[config.mk]
export PLATFORM = sky130hd
export DESIGN_NAME = router_fifo
export DESIGN_NICKNAME = d
export VERILOG_FILES = /design/src/rtl/router_pkg.sv /design/src/rtl/router_fifo_ptr.sv /design/src/rtl/router_fifo.sv
export SDC_FILE = /design/constraint.sdc
export NUM_CORES = 1
export LEC_CHECK = 0
export ABC_AREA = 1
export BUFFER_PORTS_ARGS = -buffer_cell sky130_fd_sc_hd__buf_2
export CELL_PAD_IN_SITES_DETAIL_PLACEMENT = 1
export CELL_PAD_IN_SITES_GLOBAL_PLACEMENT = 1
export CORE_ASPECT_RATIO = 0.75
export CORE_MARGIN = 4
export CORE_UTILIZATION = 45
export CTS_BUF_LIST = sky130_fd_sc_hd__clkbuf_8
export CTS_CLUSTER_DIAMETER = 100
export CTS_CLUSTER_SIZE = 12
export DETAILED_ROUTE_END_ITERATION = 16
export GPL_TIMING_DRIVEN = 0
export MAX_ROUTING_LAYER = met4
export PLACE_DENSITY = 0.8
export SLEW_MARGIN = 10
export SYNTH_ARGS = -nofsm -noshare
export SYNTH_HDL_FRONTEND = slang
export SYNTH_SLANG_ARGS = --single-unit
[constraint.sdc]
create_clock -name clock -period 5.8 [get_ports clock]
set_clock_uncertainty 0.15 [all_clocks]
set_input_delay 0 -clock clock [delete_from_list [all_inputs] [get_ports clock]]
set_output_delay 0 -clock clock [all_outputs]
set_load 0.01 [all_outputs]
[src/rtl/router_pkg.sv]
// Shared constants and header layout for the router output buffers.
package router_pkg;

  localparam int unsigned WIDTH     = 8;
  localparam int unsigned DEPTH     = 16;
  localparam int unsigned PTR_W     = $clog2(DEPTH);
  localparam int unsigned LEN_MSB   = 7;
  localparam int unsigned LEN_LSB   = 2;
  localparam int unsigned LEN_W     = LEN_MSB - LEN_LSB + 1;
  localparam int unsigned ADDR_W    = 2;
  localparam int unsigned PKT_CNT_W = 7;

  // Header byte: payload length in [7:2], destination in [1:0].
  typedef struct packed {
    logic [LEN_W-1:0]  len;
    logic [ADDR_W-1:0] dest;
  } hdr_t;

  // Bytes still to read after a header: payload plus the parity byte.
  function automatic logic [PKT_CNT_W-1:0] hdr_count(input hdr_t hdr);
    return PKT_CNT_W'(hdr.len) + PKT_CNT_W'(1);
  endfunction

endpackage

[src/rtl/router_fifo_ptr.sv]
// Circular-buffer pointer with a wrap bit above the address bits.
module router_fifo_ptr #(
  parameter int unsigned PTR_W = 4
) (
  input  logic           clock,
  input  logic           resetn,
  input  logic           clr,
  input  logic           inc,
  output logic [PTR_W:0] ptr
);
  import router_pkg::*;

  localparam int unsigned PW = PTR_W + 1;

  logic [PTR_W:0] ptr_q, ptr_d;

  always_comb begin
    ptr_d = ptr_q;
    if (clr) begin
      ptr_d = '0;
    end else if (inc) begin
      ptr_d = ptr_q + PW'(1);
    end
  end

  always_ff @(posedge clock or negedge resetn) begin
    if (!resetn) begin
      ptr_q <= '0;
    end else begin
      ptr_q <= ptr_d;
    end
  end

  assign ptr = ptr_q;

endmodule

[src/rtl/router_fifo.sv]
// Per-destination output buffer of the 1x3 router; tags header bytes and
// flags the read of each packet's parity byte.
module router_fifo #(
  parameter int unsigned DEPTH = router_pkg::DEPTH,
  parameter int unsigned WIDTH = router_pkg::WIDTH,
  parameter int unsigned PTR_W = router_pkg::PTR_W
) (
  input  logic             clock,
  input  logic             resetn,
  input  logic             soft_reset,
  input  logic             write_enb,
  input  logic             read_enb,
  input  logic             lfd_state,
  input  logic [WIDTH-1:0] data_in,
  output logic             full,
  output logic             empty,
  output logic [WIDTH-1:0] data_out,
  output logic             pkt_done
);
  import router_pkg::*;

  logic [PTR_W:0]       wr_ptr, rd_ptr;
  logic [PTR_W-1:0]     wr_addr, rd_addr;
  logic                 wr_ok, rd_ok;
  logic [WIDTH:0]       mem_q [DEPTH];
  logic [WIDTH:0]       mem_d [DEPTH];
  logic [WIDTH:0]       rd_word;
  logic                 lfd_q, lfd_d;
  logic [WIDTH-1:0]     data_out_q, data_out_d;
  logic                 pkt_done_q, pkt_done_d;
  logic [PKT_CNT_W-1:0] pkt_cnt_q, pkt_cnt_d;

  assign wr_addr = wr_ptr[PTR_W-1:0];
  assign rd_addr = rd_ptr[PTR_W-1:0];

  assign empty = (wr_ptr == rd_ptr);
  assign full  = (wr_addr == rd_addr) && (wr_ptr[PTR_W] != rd_ptr[PTR_W]);

  // full/empty are sampled before the edge, so a full buffer still serves
  // a read and an empty buffer never reads through a same-cycle write.
  assign wr_ok = write_enb && !full;
  assign rd_ok = read_enb && !empty;

  router_fifo_ptr #(.PTR_W(PTR_W)) u_wr_ptr (
    .clock  (clock),
    .resetn (resetn),
    .clr    (soft_reset),
    .inc    (wr_ok),
    .ptr    (wr_ptr)
  );

  router_fifo_ptr #(.PTR_W(PTR_W)) u_rd_ptr (
    .clock  (clock),
    .resetn (resetn),
    .clr    (soft_reset),
    .inc    (rd_ok),
    .ptr    (rd_ptr)
  );

  // Header byte arrives one cycle after lfd_state, so the tag is delayed.
  assign lfd_d = lfd_state;

  always_comb begin
    mem_d = mem_q;
    if (soft_reset) begin
      for (int unsigned i = 0; i < DEPTH; i++) begin
        mem_d[i][WIDTH] = 1'b0;
      end
    end else if (wr_ok) begin
      mem_d[wr_addr] = {lfd_q, data_in};
    end
  end

  assign rd_word = mem_q[rd_addr];

  // Read data, packet byte counter and end-of-packet pulse.
  always_comb begin
    data_out_d = data_out_q;
    pkt_cnt_d  = pkt_cnt_q;
    pkt_done_d = 1'b0;
    if (soft_reset) begin
      data_out_d = '0;
      pkt_cnt_d  = '0;
    end else if (rd_ok) begin
      data_out_d = rd_word[WIDTH-1:0];
      if (rd_word[WIDTH]) begin
        pkt_cnt_d = hdr_count(hdr_t'(rd_word[WIDTH-1:0]));
      end else if (pkt_cnt_q != '0) begin
        pkt_cnt_d  = pkt_cnt_q - PKT_CNT_W'(1);
        pkt_done_d = (pkt_cnt_q == PKT_CNT_W'(1));
      end
    end
  end

  always_ff @(posedge clock or negedge resetn) begin
    if (!resetn) begin
      for (int unsigned i = 0; i < DEPTH; i++) begin
        mem_q[i] <= '0;
      end
      lfd_q      <= 1'b0;
      data_out_q <= '0;
      pkt_cnt_q  <= '0;
      pkt_done_q <= 1'b0;
    end else begin
      mem_q      <= mem_d;
      lfd_q      <= lfd_d;
      data_out_q <= data_out_d;
      pkt_cnt_q  <= pkt_cnt_d;
      pkt_done_q <= pkt_done_d;
    end
  end

  assign data_out = data_out_q;
  assign pkt_done = pkt_done_q;

endmodule
==> results of run 1 <==
==> worst max-delay path, delay by kind of cell, from the launching register on <==
kind                       cells  cell delay (ns)
and+or+nand+nor                8             0.94
buffers and inverters          2             0.85
DFF                            1             0.48
adders and majority gates      1             0.26
AOI/OAI and AO/OA              1             0.19
==> cells in the final DEF (no fill, tap or decap), types with 3 or more instances in the layout <==
| master | n |
|---|---|
| o221ai_1 | 4 |
| nand2_4 | 10 |
| o21ai_2 | 11 |
| o21ai_1 | 66 |
| buf_2 | 36 |
| clkbuf_1 | 18 |
| clkinv_1 | 4 |
| xor2_1 | 3 |
| dlygate4sd3_1 | 16 |
| nor2_2 | 3 |
| xnor2_1 | 6 |
| clkbuf_2 | 8 |
| nor2_1 | 96 |
| inv_1 | 94 |
| dfrtp_1 | 171 |
| buf_4 | 3 |
| buf_6 | 15 |
| clkinvlp_4 | 6 |
| ha_1 | 9 |
| nand2_1 | 329 |
| nand3_1 | 79 |
| o21ai_0 | 123 |
| nor3_1 | 3 |
| nand4_1 | 3 |
| o22ai_1 | 8 |
| clkbuf_8 | 18 |
==> final cells by class <==
class                   count  share of cell area (%)
plain buffers              58                    3.82
clock buffers              18                    2.57
clock inverters            14                    1.13
inverters                  96                    3.74
multi-input cells         769                    37.5
flip-flops and latches    171                    44.4
well taps                 247                    3.21
repair buffers             42                    3.58
==> final timing paths <==
| path | startpoint | slack (ns) | to |
|---|---|---|---|
| worst min-delay path | lfd_state | 0.02 | lfd_q$_DFF_PN0_ |
| worst max register to register | u_rd_ptr.ptr[1]$_DFFE_PN0P_ | 2.87 | pkt_cnt_q[6]$_DFFE_PN0P_ |
| min in group asynchronous | resetn | 0.52 | mem_q[24]$_DFFE_PN0P_ |
| worst max-delay path | u_rd_ptr.ptr[1]$_DFFE_PN0P_ | 2.87 | pkt_cnt_q[6]$_DFFE_PN0P_ |
| max in group asynchronous | resetn | 4.58 | mem_q[102]$_DFFE_PN0P_ |
| worst min register to register | mem_q[45]$_DFFE_PN0P_ | 0.34 | mem_q[45]$_DFFE_PN0P_ |
==> state kept, by name, indices dropped and copies added (netlist names) <==
signal,count
pkt_done,1
lfd_q,1
pkt_cnt_q,7
data_out,8
u_rd_ptr.ptr,5
u_wr_ptr.ptr,5
mem_q,144
==> per-layer routing <==
| metal | GRT usage, % | routed length, um | vias to the layer above |
|---|---|---|---|
| li1 | - | - | 3615 |
| met1 | 39.7 | 13900 | 3871 |
| met2 | 42.5 | 12900 | 174 |
| met3 | 7.09 | 1650 | 43 |
| met4 | 7.82 | 552 | 0 |
| met5 | - | 0 | - |
==> cells by family after synthesis <==
family                   Yosys count
AO/OA/AOI/OAI                    218
XOR/XNOR                           9
adder cells (fa/ha/maj)            9
buffers and inverters            154
flip-flops                       171
multiplexers                       1
AND/OR/NAND/NOR                  532
==> metrics by stage <==
| step | setup slack (ns) | cells |
|---|---|---|
| floorplan | 3.79 | 1094 |
| global placement | 1.80 | 1365 |
| detailed placement | 2.97 | 1366 |
| CTS | 2.91 | 1415 |
| global route | 2.69 | 1415 |
| finish | 2.87 | 1415 |
==> timing repair <==
| action | 4_1_cts | 5_1_grt |
|---|---|---|
| setup endpoints to repair | 0 | 0 |
| hold buffers | 17 | 0 |
| endpoints found under the hold margin | 245 | 0 |
==> where the power goes <==
part	internal [mW]	total (mW)	switching [mW]
Clock	0.343	0.807	0.464
Sequential	1.30	1.37	0.0728
Combinational	0.282	0.859	0.577
Total	1.93	3.04	1.11
==> metrics.md, run 1 <==
| Metric | Value |
|---|---|
| Outcome | completed |
| Synth top cells by count | 329 x nand2_1, 171 x dfrtp_1, 123 x o21ai_0 |
| PwrDens | 315 nW/um2 |
| Number of flops mapped to enable cells by yosys | 0 |
| First-pass GRT wire length | 46100 um |
| Yosys top cell by area | dfrtp_1 |
| Gr ovfl total | 0 |
| Kind of critical path | flip-flop to flip-flop |
| Detail Route Antenna Nets | 0 |
| Post-synth top area share | 49.6% |
| Clock latency on the worst-skew pair | 0.48 ns |
| Initial antenna violation count | 0 |
| Die Area | 21500 um2 |
| WHS Path Cells | 2 |
| Worst min-delay path class | input pin to flip-flop |
| RSZ-0062 raised after global routing | no |
| Endpoints failing setup | 0 |
| Slowest stage delay, CP | 0.78 ns |
| Port bufs | 24 |
| Min Tclk post-route | 2.93 ns |
| Num CTS Buffers | 17 |
| Largest net degree at the start of global routing | 93 |
| Post-CTS sizing | 0 |
| Maximum clock path buffer count | 2 |
| GP Congestion | 0.942 |
| Post-synthesis adder-cell area fraction | 1.31% |
| Post-synthesis mux area share | 0.116% |
| Rows | 43 |
| Synthesized flop and latch total | 171 |
| DR iter-0 viols | 632 |
| Largest family of logic cells by synthesized area | simple AND/OR/NAND/NOR gates |
| Slew @ Worst Pin | 1.00 ns |
| Worst hold slack | 0.0198 ns |
| WP data arrival | 3.20 ns |
| Setup tns final | 0 ns |
| Count leader, synth | nand2_1 |
| Die height | 128 um |
| Synth Instances | 1094 |
| Final Util | 51.6% |
| Syn_nets | 1117 |
| Die extent in x | 168 um |
| Post-synth ARST share | 100% |
| Post-CTS setup repair buffer count | 0 |
| Total power | 3.04 mW |
| CTS tree | built |
| Clock Sinks | 171 |
| Netlist Area Pre-Place | 8620 um2 |
| DRC errors left | 0 |
| CP dominant cell by count | nand2_1 |
| Slew headroom | 33.3% |
| Crit path cell chain | clkbuf_1 -> nand3_1 -> nand2_1 -> nand2_1 -> nand2_1 -> inv_1 -> nand2_1 -> ha_1 -> nand4_1 -> o21ai_0 -> nand2_1 -> nand2_1 |
| Ys flop type | dfrtp_1 |
| Final WL | 29000 um |
| Syn. warnings | 0 |
| Cells on worst reg2reg path | 12 |
| Synthesized area per cell | 7.88 um2 |
| Leak pwr | 4.67 nW |
| Hold Fails Final Rpt | 0 |
| Worst vdd ir | 0.140 mV |
| Slowest-stage cell, CP | clkbuf_1 |
| Synth Area in Compound Gates | 13.6% |
| CP Launch Type | flip-flop |
| Crit end category | flip-flop |
| Post-route cell area | 9640 um2 |
| IO Pins | 25 |
| Reg clk slew, reported paths | 0.10 ns |
| Filler cells | 2354 |
| Post-synthesis sequential area ratio | 49.6% |
| P&R area growth vs syn | 11.7% |
| Initial DRT Pass Iterations | 5 |
| Core area | 18700 um2 |
| Maximum clock rate | 0.342 GHz |
| Htree depth | 4 |
| Initial Utilization | 46.2% |
| Routed len/inst | 20.5 um |
| Placed cell areas | 9090 um2 |
| Ranking of synthesized cells by area | dfrtp_1 50%, nand2_1 14%, o21ai_0 7.1%, nand3_1 4.6%, nor2_1 4.2% |
| Reg area | 4280 um2 |
| GRT Overall Usage | 28.7% |
| Vias in the first global route | 8129 |
| Slew Viols, Final | 0 |
| Via count | 7703 |
| Total Nets Final | 1178 |
| Simple-Gate Fraction of Synth Area | 26.0% |
| Layout cells sized above 1 | 10.9% |
| Ant diodes | 0 |
| Root buf cell | clkbuf_8 |
| Vias per cell | 5.44 |
| Final period utilization | 50.5% |
| XOR/XNOR share of the synthesized area | 0.914% |
| Worst EP required | 6.07 ns |
| Netlist cell types | 38 |
| Multi-input logic area | 3620 um2 |
| Critical Path Fanout Max | 10 |
| Max_cap viols | 0 |
| Post-DP HPWL | 20700 um |
(Power assumes the default switching activity.)
==> run 2: changes to the inputs <==
Settings changed: ABC_AREA 1 to 0, PLACE_DENSITY 0.8 to 0.74.
Clock period 5.8 ns to 3.1 ns, I/O delays scaled along.
==> metrics.md, run 2 <==
| Metric | Value |
|---|---|
| Vias in the first global route | 6112 |
| Slew Viols, Final | 0 |
| Initial antenna violation count | 0 |
| Largest register FFs | 144 |
| Max_cap viols | 0 |
| Number of flops mapped to enable cells by yosys | 0 |
| GRT Overall Usage | 23.6% |
| Post-synth top area share | 52.4% |
| Netlist cell types | 46 |
| Clock latency on the worst-skew pair | 0.46 ns |
| Rows | 42 |
| Worst EP required | 3.27 ns |
| Crit end category | flip-flop |
| Via count | 5508 |
| Htree depth | 4 |
| Most frequent cells in the layout | 171 x dfrtp_1, 134 x mux2_2, 49 x nand2_1 |
| Post-synthesis sequential area ratio | 52.4% |
| DR iter-0 viols | 339 |
| Kind of critical path | flip-flop to flip-flop |
| WP data arrival | 3.05 ns |
| Final WL | 22200 um |
| Total power | 5.65 mW |
| Synthesized flop and latch total | 171 |
| Vias per cell | 5.88 |
| CP Launch Type | flip-flop |
| Slew @ Worst Pin | 0.795 ns |
| P&R area growth vs syn | 13.1% |
| Min Tclk post-route | 2.88 ns |
| Netlist Area Pre-Place | 8160 um2 |
| Worst min-delay path class | input pin to flip-flop |
| Final Instance Count excl. Fillers | 936 |
| Critical Path Fanout Max | 10 |
| Slew headroom | 46.7% |
| Placed cell count | 889 |
| Die height | 125 um |
| Gr ovfl total | 0 |
| Root buf cell | clkbuf_8 |
| Ranking of synthesized cells by area | dfrtp_1 52%, mux2_2 18%, mux4_2 9.7%, nand2_1 2.3%, a21oi_1 1.8% |
| Count leader, synth | dfrtp_1 |
| Maximum clock path buffer count | 2 |
| Post-CTS setup repair buffer count | 0 |
| Initial Utilization | 46.1% |
| Synthesized area per cell | 13.1 um2 |
| Ys flop type | dfrtp_1 |
| Top reg by flops | mem_q |
| Detail Route Antenna Nets | 0 |
| Reg clk slew, reported paths | 0.09 ns |
| Syn_nets | 645 |
| First-pass GRT wire length | 35400 um |
| Endpoints failing setup | 0 |
| Final period utilization | 93.0% |
| CTS tree | built |
| Worst vdd ir | 0.235 mV |
| IO Pins | 25 |
| RSZ-0062 raised after global routing | no |
| Die extent in x | 164 um |
| Routed len/inst | 23.7 um |
| Maximum clock rate | 0.347 GHz |
| Layout cells sized above 1 | 35.0% |
| Outcome | completed |
| Syn. warnings | 0 |
| Yosys top cell by area | dfrtp_1 |
| PwrDens | 611 nW/um2 |
| Setup tns final | 0 ns |
| Leak pwr | 4.21 nW |
| Post-DP HPWL | 15600 um |
| Hold Fails Final Rpt | 0 |
| Ant diodes | 0 |
| Post-synth ARST share | 100% |
| Die Area | 20400 um2 |
| Commonest non-fill, non-tap cell in the layout | dfrtp_1 |
| Largest net degree at the start of global routing | 107 |
| GP Congestion | 0.858 |
| DRC errors left | 0 |
| Synth Instances | 622 |
| Clock Sinks | 171 |
| Total Nets Final | 705 |
| Synth top cells by count | 171 x dfrtp_1, 134 x mux2_2, 49 x nand2_1 |
| Initial DRT Pass Iterations | 5 |
| Port bufs | 24 |
| Filler cells | 1782 |
| Core area | 17700 um2 |
| Num CTS Buffers | 17 |
==> run 2: cell count changes after synthesis, moves of 12 or more <==
cell     previous run  this run
buf_6              15         3
mux4_2              0        35
mux2_2              0       134
a21oi_1             2        29
o21ai_0           123        19
o21ai_1            66         1
nor2_1             96        25
inv_1              90         6
nand2_1           329        49
nand3_1            79        19
==> run 2: power breakdown <==
part           switching (mW)  total (mW)  internal [mW]
Sequential              0.141        2.59           2.45
Combinational           0.800        1.42          0.623
Clock                   0.836        1.63          0.797
==> run 2: kinds of logic after synthesis <==
family | Yosys count | synth area share, %
buffers and inverters | 42 | 2.41
DFF | 171 | 52.4
adders and majority gates | 9 | 1.38
and+or+nand+nor | 129 | 7.42
xor gates and xnor gates | 17 | 1.82
muxes | 172 | 28.5
AOI/OAI and AO/OA | 82 | 6.04
==> run 2: cell type report <==
cell class / instances / area, um2 / area share, %
timing repair buffer: 41 / 335 / 3.63
buffer: 35 / 180 / 1.95
clock buffer: 21 / 289 / 3.13
tap: 242 / 303 / 3.28
sequential: 171 / 4280 / 46.3
clock inverter: 10 / 116 / 1.26
inverter: 7 / 26.3 / 0.284
multi-input combinational: 409 / 3710 / 40.1
==> run 2: timing repair <==
item,CTS,global route
hold buffers,16,0
gates resized for setup,1,6
hold endpoints to repair,228,0
setup endpoints to repair,3,7
==> run 2: final timing paths <==
path,end,depth (start not counted),slack [ns],start
setup / recovery,pkt_cnt_q[4]$_DFFE_PN0P_,9,0.22,u_rd_ptr.ptr[1]$_DFFE_PN0P_
hold / removal,mem_q[69]$_DFFE_PN0P_,3,0.27,data_in[6]
setup reg to reg,pkt_cnt_q[4]$_DFFE_PN0P_,9,0.22,u_rd_ptr.ptr[1]$_DFFE_PN0P_
hold reg to reg,mem_q[109]$_DFFE_PN0P_,1,0.36,mem_q[109]$_DFFE_PN0P_
max in group asynchronous,mem_q[61]$_DFFE_PN0P_,4,1.83,resetn
min in group asynchronous,mem_q[122]$_DFFE_PN0P_,4,0.49,resetn
==> run 2: routing by layer <==
layer  share of wire, %  global-route usage [%]
met3                4.8                    5.13
met1                 48                    33.9
met2                 46                    34.6
met4                1.1                    5.42
met5                  0                       -
==> run 2: through the flow <==
stage                     utilization [%]  setup WS, ns  hold WS [ns]  cell area [um2]
after detailed placement             48.7      0.000812        -0.158             8620
after global routing                 52.2        0.0589         0.283             9240
final                                52.2         0.215         0.266             9240
after CTS                            52.0        0.0770         0.243             9210
after global placement               48.5        -0.606       -0.0411             8590
after floorplan                         -         0.709        -0.446             8160
==> run 2: worst max-delay path, stage by stage (launching register included) <==
cell and delay [ns]:
dfrtp_1 0.53, clkbuf_4 0.33, clkbuf_4 0.29, mux4_2 0.38, a22oi_1 0.21, nand2_1 0.19, ha_1 0.29, nand3_1 0.12
xor2_1 0.15, o22ai_1 0.10
==> run 3: changes to the inputs <==
Settings changed: CTS_BUF_LIST sky130_fd_sc_hd__clkbuf_8 to default.
==> metrics.md, run 3 (synthesis gave the netlist of run 2 again) <==
| Metric | Value |
|---|---|
| Initial DRT Pass Iterations | 4 |
| First-pass GRT wire length | 35800 um |
| Top reg by flops | mem_q |
| Worst min-delay path class | input pin to async pin |
| Via count | 5412 |
| Final period utilization | 95.0% |
| Maximum clock path buffer count | 2 |
| Post-DP HPWL | 15600 um |
| Placement Setup Slack | 0.000812 ns |
| PwrDens | 658 nW/um2 |
| Kind of critical path | flip-flop to flip-flop |
| Placed cell count | 889 |
| P&R area growth vs syn | 15.1% |
| IO Pins | 25 |
| Vias in the first global route | 6093 |
| Largest register FFs | 144 |
| Final WL | 22200 um |
| Post-CTS setup repair buffer count | 0 |
| Detail Route Antenna Nets | 0 |
| Critical Path Fanout Max | 10 |
| DR iter-0 viols | 380 |
| Routed len/inst | 23.8 um |
| Die extent in x | 164 um |
| Crit end category | flip-flop |
| Initial Utilization | 46.1% |
| Violations in the final reports | hold timing |
| CP Launch Type | flip-flop |
| Htree depth | 4 |
| Vias per cell | 5.79 |
| Slew headroom | 51.2% |
| Max_cap viols | 0 |
| Layout cells sized above 1 | 34.8% |
| Worst EP required | 3.24 ns |
| Total Nets Final | 703 |
| Worst hold slack | -0.0194 ns |
| Reg clk slew, reported paths | 0.06 ns |
| Maximum clock rate | 0.340 GHz |
| Ant diodes | 0 |
| Rows | 42 |
| Gr ovfl total | 0 |
| Clock latency on the worst-skew pair | 0.44 ns |
| Hold Fails Final Rpt | 9 |
| Min Tclk post-route | 2.94 ns |
| Final Instance Count excl. Fillers | 934 |
| Core area | 17700 um2 |
| Slew Viols, Final | 0 |
| CTS tree | built |
| Slew @ Worst Pin | 0.727 ns |
| Outcome | complete, but fails checks |
| Die Area | 20400 um2 |
| Filler cells | 1769 |
| Leak pwr | 4.28 nW |
| GP Congestion | 0.858 |
| Endpoints failing setup | 0 |
| Root buf cell | clkbuf_16 |
| Commonest non-fill, non-tap cell in the layout | dfrtp_1 |
| Worst vdd ir | 0.297 mV |
| Total power | 6.18 mW |
| Initial antenna violation count | 0 |
| Most frequent cells in the layout | 171 x dfrtp_1, 134 x mux2_2, 49 x nand2_1 |
| Final Util | 53.0% |
| RSZ-0062 raised after global routing | no |
| Largest net degree at the start of global routing | 107 |
| Die height | 125 um |
| PnR worst setup slack | 0.155 ns |
| GRT Overall Usage | 24.0% |
| WP data arrival | 3.09 ns |
| Port bufs | 24 |
| Clock Sinks | 171 |
| DRC errors left | 0 |
| Num CTS Buffers | 17 |
-- run 3: cell types whose count changed in the layout (fill, tap and decap cells not counted), sizes merged --
cell,previous run,this run
buf,36,37
dlygate4sd3,15,13
inv,8,7
-- run 3: path summary, 6_finish.rpt --
check | start | end | slack (ns) | depth (start not counted)
max | u_rd_ptr.ptr[1]$_DFFE_PN0P_ | data_out[1]$_DFFE_PN0P_ | 0.16 | 7
min | resetn | mem_q[122]$_DFFE_PN0P_ | -0.02 | 3
max reg2reg | u_rd_ptr.ptr[1]$_DFFE_PN0P_ | data_out[1]$_DFFE_PN0P_ | 0.16 | 7
min reg2reg | mem_q[124]$_DFFE_PN0P_ | mem_q[124]$_DFFE_PN0P_ | 0.35 | 1
max in group asynchronous | resetn | mem_q[67]$_DFFE_PN0P_ | 2.33 | 3
min in group clock | lfd_state | lfd_q$_DFF_PN0_ | 0.04 | 2
-- run 3: timing repair --
item	in CTS	in global routing
hold buffers	14	0
gates resized for setup	1	3
pin swaps	0	0
endpoints found under the hold margin	227	0
setup endpoints to repair	2	11
-- run 3: worst max-delay path, stage by stage (launching register included) --
cell      delay [ns]
dfrtp_1         0.53
clkbuf_4        0.34
buf_4           0.27
buf_2           0.36
mux4_2          0.44
mux4_2          0.53
nand2_1         0.10
a21oi_1         0.07
-- run 3: layout make-up --
| class | count | area (um2) | area share [%] |
|---|---|---|---|
| repair buffers | 39 | 315 | 3.36 |
| multi-input cells | 409 | 3700 | 39.3 |
| well taps | 242 | 303 | 3.22 |
| plain buffers | 35 | 178 | 1.89 |
| inverters | 7 | 26.3 | 0.280 |
| clock buffers | 22 | 484 | 5.15 |
| flip-flops and latches | 171 | 4280 | 45.6 |
| clock inverters | 9 | 113 | 1.20 |
-- run 3: per-layer routing --
metal  vias to the layer above  part of all wire, %  track usage, %
li1                       2398                    -               -
met1                      2861                   45            34.6
met2                       133                   47            34.9
met3                        20                  7.2            5.56
met4                         0                  1.1            5.52
met5                         -                    0               -
-- run 3: power by group --
| group | total [mW] | switching (mW) | internal [mW] |
|---|---|---|---|
| combinational | 1.41 | 0.796 | 0.617 |
| sequential | 2.59 | 0.141 | 2.45 |
| clock | 2.17 | 0.905 | 1.27 |
-- run 3: stage by stage --
stage,TNS [ns],hold slack [ns],area [um2]
6_report,0,-0.0194,9390
5_1_grt,0,0.0335,9390
4_1_cts,0,0.00274,9380
3_5_place_dp,0,-0.158,8620
3_3_place_gp,-101.40,-0.0411,8590
2_1_floorplan,0,-0.446,8160
